==> config.mk <==
export PLATFORM = sky130hd
export DESIGN_NAME = seven_seg_scan_driver
export DESIGN_NICKNAME = d
export VERILOG_FILES = /design/src/rtl/seg_scan_pkg.sv /design/src/rtl/seg_scan_timer.sv /design/src/rtl/seven_seg_scan_driver.sv
export SDC_FILE = /design/constraint.sdc
export NUM_CORES = 1
export LEC_CHECK = 0
export ABC_AREA = 1
export BUFFER_PORTS_ARGS = -buffer_cell sky130_fd_sc_hd__buf_2
export CORE_MARGIN = 1
export CORE_UTILIZATION = 53
export CTS_BUF_LIST = sky130_fd_sc_hd__clkbuf_8
export CTS_CLUSTER_SIZE = 16
export DETAILED_ROUTE_END_ITERATION = 7
export PLACE_DENSITY = 0.76
export SYNTH_ARGS = -nofsm -noshare
export SYNTH_HDL_FRONTEND = slang
export SYNTH_SLANG_ARGS = --single-unit
export TNS_END_PERCENT = 100
==> constraint.sdc <==
create_clock -name clk -period 5.5 [get_ports clk]
set_input_delay 0.55 -clock clk [delete_from_list [all_inputs] [get_ports clk]]
set_output_delay 0.55 -clock clk [all_outputs]
set_load 0.01 [all_outputs]
==> src/rtl/seg_scan_pkg.sv <==
// seg_scan_pkg: BCD nibble type and active-high 7-segment patterns ({a..g}, bit6 = a).
package seg_scan_pkg;
  typedef logic [3:0] bcd_t;
  localparam logic [6:0] SEG_DIGIT [10] = '{
    7'b1111110, 7'b0110000, 7'b1101101, 7'b1111001, 7'b0110011,
    7'b1011011, 7'b1011111, 7'b1110000, 7'b1111111, 7'b1111011
  };
  localparam logic [6:0] SEG_DASH = 7'b0000001;
  localparam logic [6:0] SEG_OFF  = 7'b0000000;
  function automatic logic [6:0] bcd_to_seg(input bcd_t nib);
    return (nib > 4'd9) ? SEG_DASH : SEG_DIGIT[nib];
  endfunction
endpackage

==> src/rtl/seg_scan_timer.sv <==
// seg_scan_timer: slot counter, digit index, frame_end and on_window strobes.
// Optional SEG_SCAN_BRIGHTNESS_EN trims the ON window by a 4-bit brightness level.
module seg_scan_timer #(
  parameter int NUM_DIGITS   = 4,
  parameter int REFRESH_DIV  = 168,
  parameter int BLANK_CYCLES = 8,
  localparam int IW = $clog2(NUM_DIGITS)
) (
  input  logic          clk,
  input  logic          reset,
`ifdef SEG_SCAN_BRIGHTNESS_EN
  input  logic [3:0]    brightness_i,
`endif
  output logic [IW-1:0] digit_o,
  output logic          frame_end_o,
  output logic          on_window_o
);
  localparam int CW = $clog2(REFRESH_DIV);
  logic [CW-1:0] cnt_q, cnt_d;
  logic [IW-1:0] idx_q, idx_d;
  logic          slot_end;
  always_comb begin
    slot_end    = cnt_q == CW'(REFRESH_DIV - 1);
    cnt_d       = slot_end ? '0 : cnt_q + 1'b1;
    idx_d       = !slot_end ? idx_q : (idx_q == IW'(NUM_DIGITS - 1)) ? '0 : idx_q + 1'b1;
    frame_end_o = slot_end && idx_q == IW'(NUM_DIGITS - 1);
`ifdef SEG_SCAN_BRIGHTNESS_EN
    // ON time scales as (brightness+1)/16 of the post-blank part of the slot
    on_window_o = 32'(cnt_q) >= 32'(BLANK_CYCLES) &&
                  ((32'(cnt_q) - 32'(BLANK_CYCLES)) << 4) <
                  (32'(brightness_i) + 32'd1) * 32'(REFRESH_DIV - BLANK_CYCLES);
`else
    on_window_o = 32'(cnt_q) >= 32'(BLANK_CYCLES);
`endif
  end
  always_ff @(posedge clk or negedge reset) begin
    if (!reset) begin
      cnt_q <= '0;
      idx_q <= '0;
    end else begin
      cnt_q <= cnt_d;
      idx_q <= idx_d;
    end
  end
  assign digit_o = idx_q;
endmodule

==> src/rtl/seven_seg_scan_driver.sv <==
// seven_seg_scan_driver: multiplexed BCD 7-segment scanner with frame-aligned word commit.
// Define SEG_SCAN_BRIGHTNESS_EN to add the brightness input.
module seven_seg_scan_driver
  import seg_scan_pkg::*;
#(
  parameter int NUM_DIGITS     = 4,
  parameter int REFRESH_DIV    = 168,
  parameter int BLANK_CYCLES   = 8,
  parameter int SEG_ACTIVE_LOW = 0,
  parameter int SEL_ACTIVE_LOW = 0
) (
  input  logic                    clk,
  input  logic                    reset,
  input  logic                    bcd_valid,
  output logic                    bcd_ready,
  input  logic [4*NUM_DIGITS-1:0] bcd_in,
  input  logic [NUM_DIGITS-1:0]   dp_in,
  input  logic                    blank_lz,
`ifdef SEG_SCAN_BRIGHTNESS_EN
  input  logic [3:0]              brightness,
`endif
  output logic [6:0]              segments,
  output logic                    dp,
  output logic [NUM_DIGITS-1:0]   display_select
);
  localparam int IW = $clog2(NUM_DIGITS);
  if (NUM_DIGITS < 2 || NUM_DIGITS > 8 || REFRESH_DIV <= BLANK_CYCLES || BLANK_CYCLES < 0)
    $error("seven_seg_scan_driver: illegal parameter combination");
  logic [IW-1:0]           idx;
  logic                    frame_end, on_window;
  logic [4*NUM_DIGITS-1:0] pend_q, pend_d, disp_q, disp_d;
  logic [NUM_DIGITS-1:0]   pdp_q, pdp_d, ddp_q, ddp_d;
  logic                    plz_q, plz_d, dlz_q, dlz_d;
  logic                    full_q, full_d, loaded_q, loaded_d;
  logic [NUM_DIGITS-1:0]   sel_q, sel_d, blank;
  logic [6:0]              seg_q, seg_d;
  logic                    dp_q, dp_d;
  logic                    take, commit, active, lz_run;
  seg_scan_timer #(
    .NUM_DIGITS  (NUM_DIGITS),
    .REFRESH_DIV (REFRESH_DIV),
    .BLANK_CYCLES(BLANK_CYCLES)
  ) u_timer (
    .clk         (clk),
    .reset       (reset),
`ifdef SEG_SCAN_BRIGHTNESS_EN
    .brightness_i(brightness),
`endif
    .digit_o     (idx),
    .frame_end_o (frame_end),
    .on_window_o (on_window)
  );
  // A digit is blanked when it and every more significant digit are zero
  always_comb begin
    blank  = '0;
    lz_run = dlz_q;
    for (int i = NUM_DIGITS - 1; i > 0; i--) begin
      lz_run   = lz_run && (disp_q[4*i +: 4] == 4'd0);
      blank[i] = lz_run;
    end
  end
  always_comb begin
    take     = bcd_valid && !full_q;
    commit   = frame_end && full_q;
    full_d   = take || (full_q && !commit);
    pend_d   = take ? bcd_in : pend_q;
    pdp_d    = take ? dp_in : pdp_q;
    plz_d    = take ? blank_lz : plz_q;
    disp_d   = commit ? pend_q : disp_q;
    ddp_d    = commit ? pdp_q : ddp_q;
    dlz_d    = commit ? plz_q : dlz_q;
    loaded_d = loaded_q || commit;
    active   = on_window && loaded_q && !blank[idx];
    sel_d    = active ? NUM_DIGITS'(1) << idx : '0;
    seg_d    = active ? bcd_to_seg(disp_q[4*idx +: 4]) : SEG_OFF;
    dp_d     = active && ddp_q[idx];
  end
  always_ff @(posedge clk or negedge reset) begin
    if (!reset) begin
      pend_q   <= '0;
      pdp_q    <= '0;
      plz_q    <= 1'b0;
      full_q   <= 1'b0;
      disp_q   <= '0;
      ddp_q    <= '0;
      dlz_q    <= 1'b0;
      loaded_q <= 1'b0;
      sel_q    <= '0;
      seg_q    <= SEG_OFF;
      dp_q     <= 1'b0;
    end else begin
      pend_q   <= pend_d;
      pdp_q    <= pdp_d;
      plz_q    <= plz_d;
      full_q   <= full_d;
      disp_q   <= disp_d;
      ddp_q    <= ddp_d;
      dlz_q    <= dlz_d;
      loaded_q <= loaded_d;
      sel_q    <= sel_d;
      seg_q    <= seg_d;
      dp_q     <= dp_d;
    end
  end
  assign bcd_ready      = !full_q;
  assign segments       = seg_q ^ {7{SEG_ACTIVE_LOW != 0}};
  assign dp             = dp_q ^ (SEG_ACTIVE_LOW != 0);
  assign display_select = sel_q ^ {NUM_DIGITS{SEL_ACTIVE_LOW != 0}};
endmodule
==> impl_metrics.yaml, run 1 <==
status:
  status: "finished, final reports clean"
synthesis:
  synth_xor_area_frac: 0.00570
  synth_top_cell_area_share: 0.537
  yosysMostFrequentCell: "dfrtp_1"
  synth.distinct_cells: 26
  ys_warn_count: 0
  synth_ff_type: "dfrtp_1"
  syn_inst: 340
  synthArstFlopShare: 1.00
  avgSynthCellArea_um2: 9.04
  syn_nets: 375
  ys_top_cells_by_count: "dfrtp_1 (66), nor2_1 (62), nand2_1 (51)"
  ys_ff_latch: 66
  synth-simple-area-share: 0.204
  syn_area_um2: 3070
  synthMuxAreaShare: 0
  synth_top_family_by_area: "simple AND/OR/NAND/NOR gates"
  synth_compound_area_frac: 0.120
  ys_seq_area_frac: 0.537
  synth_adder_area_share: 0.0448
  yosys.area.top_type: "dfrtp_1"
  synth_edf_count: 0
  yosys-top-cells-area: "dfrtp_1 (54%), nor2_1 (7.6%), nand2_1 (6.2%)"
route:
  drt_iter0_drc: 111
  route.detailed.drc: 0
  vias: 2154
  wl_per_cell_um: 11.0
  antenna_left: 0
  avgViaCountPerCell: 4.72
  dr.pass1.iters: 4
  wl_mm: 5.00
floorplan:
  die_h_um: 78.2
  fp.dieW_um: 78.2
  start_util: 0.555
  die_area_um2: 6110
  row_count: 27
  pin_count: 37
  core_um2: 5540
critical_path:
  critPathKind: "reg2reg"
  crit_start: "u_timer.digit_o[0]"
  cp_slowest_cell: "dfrtp_1"
  slowest_delay_ps: 510
  crit_family: "simple AND/OR/NAND/NOR gates"
  ff2ff_path_depth: 12
  path_cells: "inv_2 -> nor2_1 -> nor2_1 -> o21ai_0 -> nand2_1 -> inv_1 -> ha_1 -> or2_2 -> nand2_1 -> nand2_1 -> nand3_2 -> nor2_1"
  worst_setup_path_start_kind: "flip-flop"
  required_ps: 5720
  path_buf_inv: 2
  path_max_fanout: 17
  reg2reg_slack_ps: 3370
  r2r-start: "u_timer.digit_o[0]"
  end_kind: "flip-flop"
  r2r_end: "segments[6]"
  arrival_ps: 2350
flow_run:
  drv_cap: 0
sta:
  setup_viol: 0
  tightestPinTransition_ps: 787
  clock.fmax_mhz: 469
  worst_slack_ps: 3370
  skew_ps: 7.53
  fin_crit_sh: 0.388
  period_needed_ps: 2130
  rsz0062_at_grt: "false"
  finalHoldViolCount: 0
  fin_tns_setup_ps: 0
  finalMaxSlewViolations: 0
  slew_headroom: 0.475
power_and_ir_drop:
  p_int_mw: 0.718
  ir_drop_v: 0.000171
  p_switching_mw: 0.199
  netSwitchingFraction: 0.217
  p_leak_nw: 1.91
  power_frac_seq: 0.554
  combPwrFrac: 0.047
  power_density_nw_per_um2: 265
  clkPwrFrac: 0.399
clock_tree:
  path_clk_slew_ps: 70
  holdBufCountCts: 0
  cts_max_path_buffers: 2
  cts_setup_buffers: 0
  cts_root_buf: "clkbuf_8"
  htreeDepth: 3
  clkSinkCount: 66
  cts_resized: 0
  cts_buffers: 9
  cts_tree: "done"
  clk_latency_ps: 340
placement:
  place_area_um2: 3280
  io_buffers: 36
  dp_hpwl_mm: 3.46
  place_ws_ps: 3380
  gp_congestion: 0.807
final_layout:
  diodes: 0
  layout-drive-gt1-share: 0.232
  area_delta_synth_final_pct: 12.5
  final_nets: 414
  stdcell_area_um2: 3460
global_route:
  antenna_found_initial: 0
  grt_pass1_wl_mm: 9.20
  grt.overflow.total: 0
  track_usage: 0.196
  grt_pass1_vias: 2097
  grt_max_degree: 67
worst_hold_path:
  min-delay-path-class: "in2async"
metrics by stage:
step            util  total power, mW  hold WS, ps  cells
2_1_floorplan      -            0.537          254    340
5_1_grt        0.624            0.964          451    456
3_5_place_dp   0.592            0.561          448    440
6_report       0.624            0.917          368    456
4_1_cts        0.624            0.931          405    456
3_3_place_gp   0.592            0.559          443    440
final cells by class:
cell class | count | area, um2
flip-flops and latches | 66 | 1650
fillers | 498 | 2080
multi-input cells | 213 | 1150
clock inverters | 7 | 55.1
inverters | 51 | 191
well taps | 72 | 90.1
repair buffers | 38 | 195
clock buffers | 9 | 124
power groups by stage:
| stage | combinational (mW) | clock (mW) | sequential (mW) |
|---|---|---|---|
| CTS | 0.0450 | 0.378 | 0.508 |
| global placement | 0.0431 | 0 | 0.516 |
| global route | 0.0514 | 0.404 | 0.509 |
| finish | 0.0434 | 0.366 | 0.508 |
| detailed placement | 0.0446 | 0 | 0.517 |
| floorplan | 0.0215 | 0 | 0.516 |
metal layers:
layer,track usage,routed length (um),vias to the layer above
met5,0,0,-
met1,0.257,2470,969
met3,0.0395,197,9
li1,-,-,1130
met4,0.120,107,0
met2,0.300,2220,46
cell usage in the layout (no fill, tap or decap):
cell / count
o21ai_0: 9
nand3_1: 14
o21ai_1: 1
nor3_2: 1
clkinv_2: 2
buf_4: 2
buf_2: 36
nand2_1: 51
inv_1: 52
bufinv_16: 1
xor2_1: 2
nor3_4: 1
ha_1: 11
inv_2: 3
nor3_1: 1
a21oi_1: 24
o21ai_2: 21
nand4_4: 1
clkbuf_8: 9
nand3_2: 1
or2_2: 2
o211ai_1: 1
nor2_1: 62
dfrtp_1: 66
nand2_2: 9
o21bai_1: 1
registers in the layout (all words and copies together) (netlist names):
signal and count:
plz_q 1, pend_q 16, u_timer.digit_o 2, u_timer.cnt_q 8
dlz_q 1, display_select 4, full_q 1, disp_q 16
dp 1, ddp_q 4, segments 7, loaded_q 1
pdp_q 4
worst max path at each step:
stage	to	cells past startpoint	slack [ps]
2_1_floorplan	segments[5]	12	3610
3_3_place_gp	segments[5]	12	3460
3_5_place_dp	segments[6]	12	3380
4_1_cts	segments[4]	12	3360
5_1_grt	segments[2]	12	3140
6_report	segments[6]	12	3370
cell families (layout without fill, tap and decap cells):
group	after synthesis	in the layout
buf+inv	61	105
xor+xnor	2	2
compound gates	57	57
flops	66	66
simple gates	143	143
fa+ha+maj	11	11
Note: power is estimated with default switching activity, not from simulation.
==> run 2: changes to the inputs <==
==> constraint.sdc (replaced) <==
create_clock -name clk -period 2.1 [get_ports clk]
set_input_delay 0.21 -clock clk [delete_from_list [all_inputs] [get_ports clk]]
set_output_delay 0.21 -clock clk [all_outputs]
set_load 0.01 [all_outputs]
==> run 2 against run 1 <==
  * First-iteration DRC count is 13% higher
  * Largest cell class unchanged
  * Critical path type unchanged
  * Sequential share of layout area down 1.7 points
  * Cell count is 0.88% higher
  * Fmax grew 16%
==> impl_metrics.yaml, run 2 (synthesis gave the netlist of run 1 again) <==
critical_path:
  worst_setup_path_start_kind: "flip-flop"
  path_max_fanout: 11
  r2r-start: "u_timer.digit_o[0]"
  cp_slowest_cell: "dfrtp_1"
  path_buf_inv: 2
  critPathKind: "reg2reg"
  slowest_delay_ps: 390
  required_ps: 2340
  ff2ff_path_depth: 12
  end_kind: "flip-flop"
  r2r_end: "segments[2]"
  reg2reg_slack_ps: 260
  arrival_ps: 2080
  path_cells: "inv_2 -> nor2_1 -> nor2_1 -> o21ai_0 -> nand2_1 -> inv_1 -> ha_1 -> or2_2 -> nand2_1 -> nand2_1 -> nand3_2 -> nor2_1"
  crit_family: "simple AND/OR/NAND/NOR gates"
flow_run:
  drv_cap: 0
global_route:
  antenna_found_initial: 0
  grt_pass1_vias: 2057
  track_usage: 0.201
  grt_max_degree: 43
  grt.overflow.total: 0
  grt_pass1_wl_mm: 9.25
final_layout:
  area_delta_synth_final_pct: 16.7
  diodes: 0
  stdcell_area_um2: 3590
  layout-drive-gt1-share: 0.247
  final_nets: 418
  final_common_cell: "dfrtp_1"
  layout_common_cells: "dfrtp_1 (66), nor2_1 (62), nand2_1 (51)"
  final_util: 0.647
  reg_top3: "disp_q x16, pend_q x16, u_timer.cnt_q x8"
clock_tree:
  path_clk_slew_ps: 70
  htreeDepth: 3
  cts_setup_buffers: 0
  clk_latency_ps: 350
  holdBufCountCts: 1
  cts_buffers: 9
  cts_tree: "done"
  cts_root_buf: "clkbuf_8"
  clkSinkCount: 66
  cts_max_path_buffers: 2
  cts_resized: 0
route:
  drt_iter0_drc: 125
  route.detailed.drc: 0
  wl_mm: 5.37
  wl_per_cell_um: 11.7
  antenna_left: 0
  dr.pass1.iters: 4
  vias: 2238
  avgViaCountPerCell: 4.87
placement:
  io_buffers: 36
  gp_congestion: 0.825
  dp_hpwl_mm: 3.73
  place_ws_ps: 260
  place_area_um2: 3330
floorplan:
  row_count: 27
  die_h_um: 78.2
  core_um2: 5540
  fp.dieW_um: 78.2
  die_area_um2: 6110
  start_util: 0.555
  pin_count: 37
status:
  status: "finished, final reports clean"
power_and_ir_drop:
  ir_drop_v: 0.000483
  p_leak_nw: 1.95
  power_density_nw_per_um2: 772
sta:
  fin_crit_sh: 0.878
  period_needed_ps: 1840
  setup_viol: 0
  finalHoldViolCount: 0
  fin_tns_setup_ps: 0
  fin_hold_ws_ps: 89.8
  clock.fmax_mhz: 542
  tightestPinTransition_ps: 638
  rsz0062_at_grt: "false"
  slew_headroom: 0.575
  skew_ps: 7.08
  worst_slack_ps: 256
  finalMaxSlewViolations: 0
worst_hold_path:
  min-delay-path-class: "in2reg"
  min_path_cells: 3
  min_to: "full_q"
  hp-start: "bcd_valid"
[run 2: cell types whose count changed in the layout (fill, tap and decap cells not counted), sizes merged]
cell	change
buf	+3
bufinv	+2
clkbuf	+1
clkinv	-1
clkinvlp	+2
dlygate4sd3	+1
inv	-4
[run 2: worst max-delay path by stage]
stage,slack (ps),startpoint,depth (start not counted),endpoint
3_3_place_gp,310,u_timer.digit_o[0],12,segments[5]
4_1_cts,250,u_timer.digit_o[0],12,segments[1]
2_1_floorplan,210,u_timer.digit_o[0],12,segments[5]
3_5_place_dp,260,u_timer.digit_o[0],12,segments[1]
6_report,260,u_timer.digit_o[0],12,segments[2]
5_1_grt,80,u_timer.digit_o[0],12,segments[5]
[run 2: power by group]
part	leakage (nW)	internal [mW]	switching (mW)
clock network	0.119	0.822	0.500
logic	0.997	0.0405	0.0784
registers	0.832	1.32	0.0118
[run 2: per-stage QoR]
step           power [mW]  std cells
2_1_floorplan        1.41        340
3_3_place_gp         1.47        443
3_5_place_dp         1.47        443
4_1_cts              2.79        460
5_1_grt              2.88        460
6_report             2.77        460
[run 2: cell type report]
class | instances | area [um2]
fill | 478 | 1950
sequential | 66 | 1650
multi-input combinational | 213 | 1150
timing repair buffer | 42 | 253
inverter | 51 | 191
clock buffer | 10 | 138
clock inverter | 6 | 114
tap | 72 | 90.1
[run 2: routing by layer]
| layer | global-route usage | vias up | routed length [um] |
|---|---|---|---|
| met2 | 0.310 | 53 | 2540 |
| met4 | 0.102 | 0 | 118 |
| li1 | - | 1138 | - |
| met5 | 0 | - | 0 |
| met1 | 0.259 | 1035 | 2470 |
| met3 | 0.0570 | 12 | 241 |
[run 2: tightest hold or removal path: stages]
cell and delay [ps]:
buf_2 90, o21ai_1 60, inv_1 50
==> run 3: changes to the inputs <==
--- a/config.mk
+++ b/config.mk
@@ -12,6 +12,7 @@
 export CTS_BUF_LIST = sky130_fd_sc_hd__clkbuf_8
 export CTS_CLUSTER_SIZE = 16
 export DETAILED_ROUTE_END_ITERATION = 7
+export GPL_TIMING_DRIVEN = 0
 export PLACE_DENSITY = 0.76
 export SYNTH_ARGS = -nofsm -noshare
 export SYNTH_HDL_FRONTEND = slang
==> run 3 against run 2 <==
  * The run now ends with negative hold slack left
  * Worst setup slack worse by 130 ps
  * Worst hold slack got worse by 140 ps
  * Clock power decreased by 23%
  * Critical path type unchanged
  * Critical endpoint is now segments[4]
==> impl_metrics.yaml, run 3 (synthesis gave the netlist of run 1 again) <==
status:
  status: "complete, but fails checks"
  violations: "negative hold slack"
power_and_ir_drop:
  finalPower_mw: 2.45
  power_density_nw_per_um2: 683
  ir_drop_v: 0.000424
  p_leak_nw: 1.98
flow_run:
  drv_cap: 0
sta:
  clock.fmax_mhz: 506
  period_needed_ps: 1980
  finalHoldViolCount: 66
  fin_crit_sh: 0.941
  setup_viol: 0
  tightestPinTransition_ps: 775
  skew_ps: 9.65
  fin_hold_ws_ps: -54.5
  slew_headroom: 0.483
  finalMaxSlewViolations: 0
final_layout:
  final_common_cell: "dfrtp_1"
  diodes: 0
  final_nets: 429
  multiInputGateArea_um2: 1150
  area_delta_synth_final_pct: 16.9
  num-fill-cells: 469
  reg_top3: "disp_q x16, pend_q x16, u_timer.cnt_q x8"
  layout_common_cells: "dfrtp_1 (66), nor2_1 (62), inv_1 (50), nand2_1 (50), buf_2 (37)"
  layout-drive-gt1-share: 0.261
  seqCellArea_um2: 1650
floorplan:
  fp.dieW_um: 78.2
  core_um2: 5540
  die_h_um: 78.2
  start_util: 0.555
  pin_count: 37
  row_count: 27
  die_area_um2: 6110
clock_tree:
  holdBufCountCts: 0
  cts_tree: "done"
  clk_latency_ps: 340
  htreeDepth: 3
  clkSinkCount: 66
  path_clk_slew_ps: 70
  cts_root_buf: "clkbuf_8"
  cts_max_path_buffers: 2
  cts_buffers: 9
global_route:
  grt.overflow.total: 0
  grt_max_degree: 67
  antenna_found_initial: 0
  grt_pass1_wl_mm: 9.47
  grt_pass1_vias: 2095
  track_usage: 0.202
critical_path:
  worst_setup_path_start_kind: "flip-flop"
  r2r_end: "segments[4]"
  reg2reg_slack_ps: 120
  required_ps: 2330
  crit_start: "u_timer.digit_o[0]"
  crit_end: "segments[4]"
  end_kind: "flip-flop"
  ff2ff_path_depth: 13
  critPathKind: "reg2reg"
  path_max_fanout: 7
  r2r-start: "u_timer.digit_o[0]"
  arrival_ps: 2200
route:
  wl_mm: 5.62
  dr.pass1.iters: 5
  wl_per_cell_um: 12.0
  drt_iter0_drc: 84
  antenna_left: 0
  vias: 2278
  avgViaCountPerCell: 4.85
  route.detailed.drc: 0
worst_hold_path:
  min-delay-path-class: "in2async"
placement:
  io_buffers: 36
  dp_hpwl_mm: 3.91
  gp_congestion: 0.818
## run 3: cell count changes in the layout (fill, tap and decap cells not counted), moves of 2 or more
cell	change
buf_6	+6
buf_4	+5
buf_12	-2
bufinv_16	-2
clkinv_2	+2
clkinvlp_4	-2
inv_1	+2
## run 3: power by group
part | internal, mW | leakage (nW) | switching, mW
clock | 0.561 | 0.105 | 0.451
combinational | 0.0361 | 1.04 | 0.0770
sequential | 1.32 | 0.832 | 0.0107
## run 3: through the flow
step	utilization	worst slack [ps]	setup TNS (ps)	instances	area [um2]
floorplan	-	206	0	340	3070
finish	0.649	123	0	470	3590
global placement	0.604	20.3	0	448	3340
CTS	0.638	4.37	0	463	3530
global route	0.649	-5.79	-8.50	470	3590
detailed placement	0.604	-16.3	-76.2	448	3340
## run 3: worst min-delay path by stage
stage / startpoint / to
finish: reset / pend_q[13]
global route: reset / pend_q[10]
CTS: bcd_valid / full_q
detailed placement: bcd_valid / full_q
global placement: bcd_valid / full_q
floorplan: reset / ddp_q[0]
## run 3: per-layer routing
| metal | global-route usage | wire length, um | vias to the layer above |
|---|---|---|---|
| li1 | - | - | 1154 |
| met1 | 0.267 | 2600 | 1054 |
| met2 | 0.320 | 2720 | 56 |
| met3 | 0.0523 | 220 | 14 |
| met4 | 0.0778 | 78 | 0 |
| met5 | 0 | 0 | - |
## run 3: layout make-up
cell class                 count  area share
clock inverter                 5      0.0132
tap                           72      0.0251
buffer                        10      0.0237
multi-input combinational    213       0.321
clock buffer                  10      0.0383
sequential                    66       0.460
timing repair buffer          43      0.0655
inverter                      51      0.0540
## run 3: timing repair
| action | 4_1_cts | 5_1_grt |
|---|---|---|
| buffers inserted | 0 | 7 |
| gates resized for setup | 1 | 3 |
| endpoints found under the setup margin | 6 | 6 |
| gates cloned | 0 | 0 |
| pin swaps | 0 | 1 |
## run 3: critical path, cell delays in order (launching register included)
cell and delay, ps:
dfrtp_1 390, buf_6 150, inv_4 50, buf_6 120, nand2_1 50, o211ai_1 90, nand2_2 130, inv_1 80
ha_1 210, or2_2 290, nand2_1 70, nand2_1 60, nand3_2 110, nor2_1 60
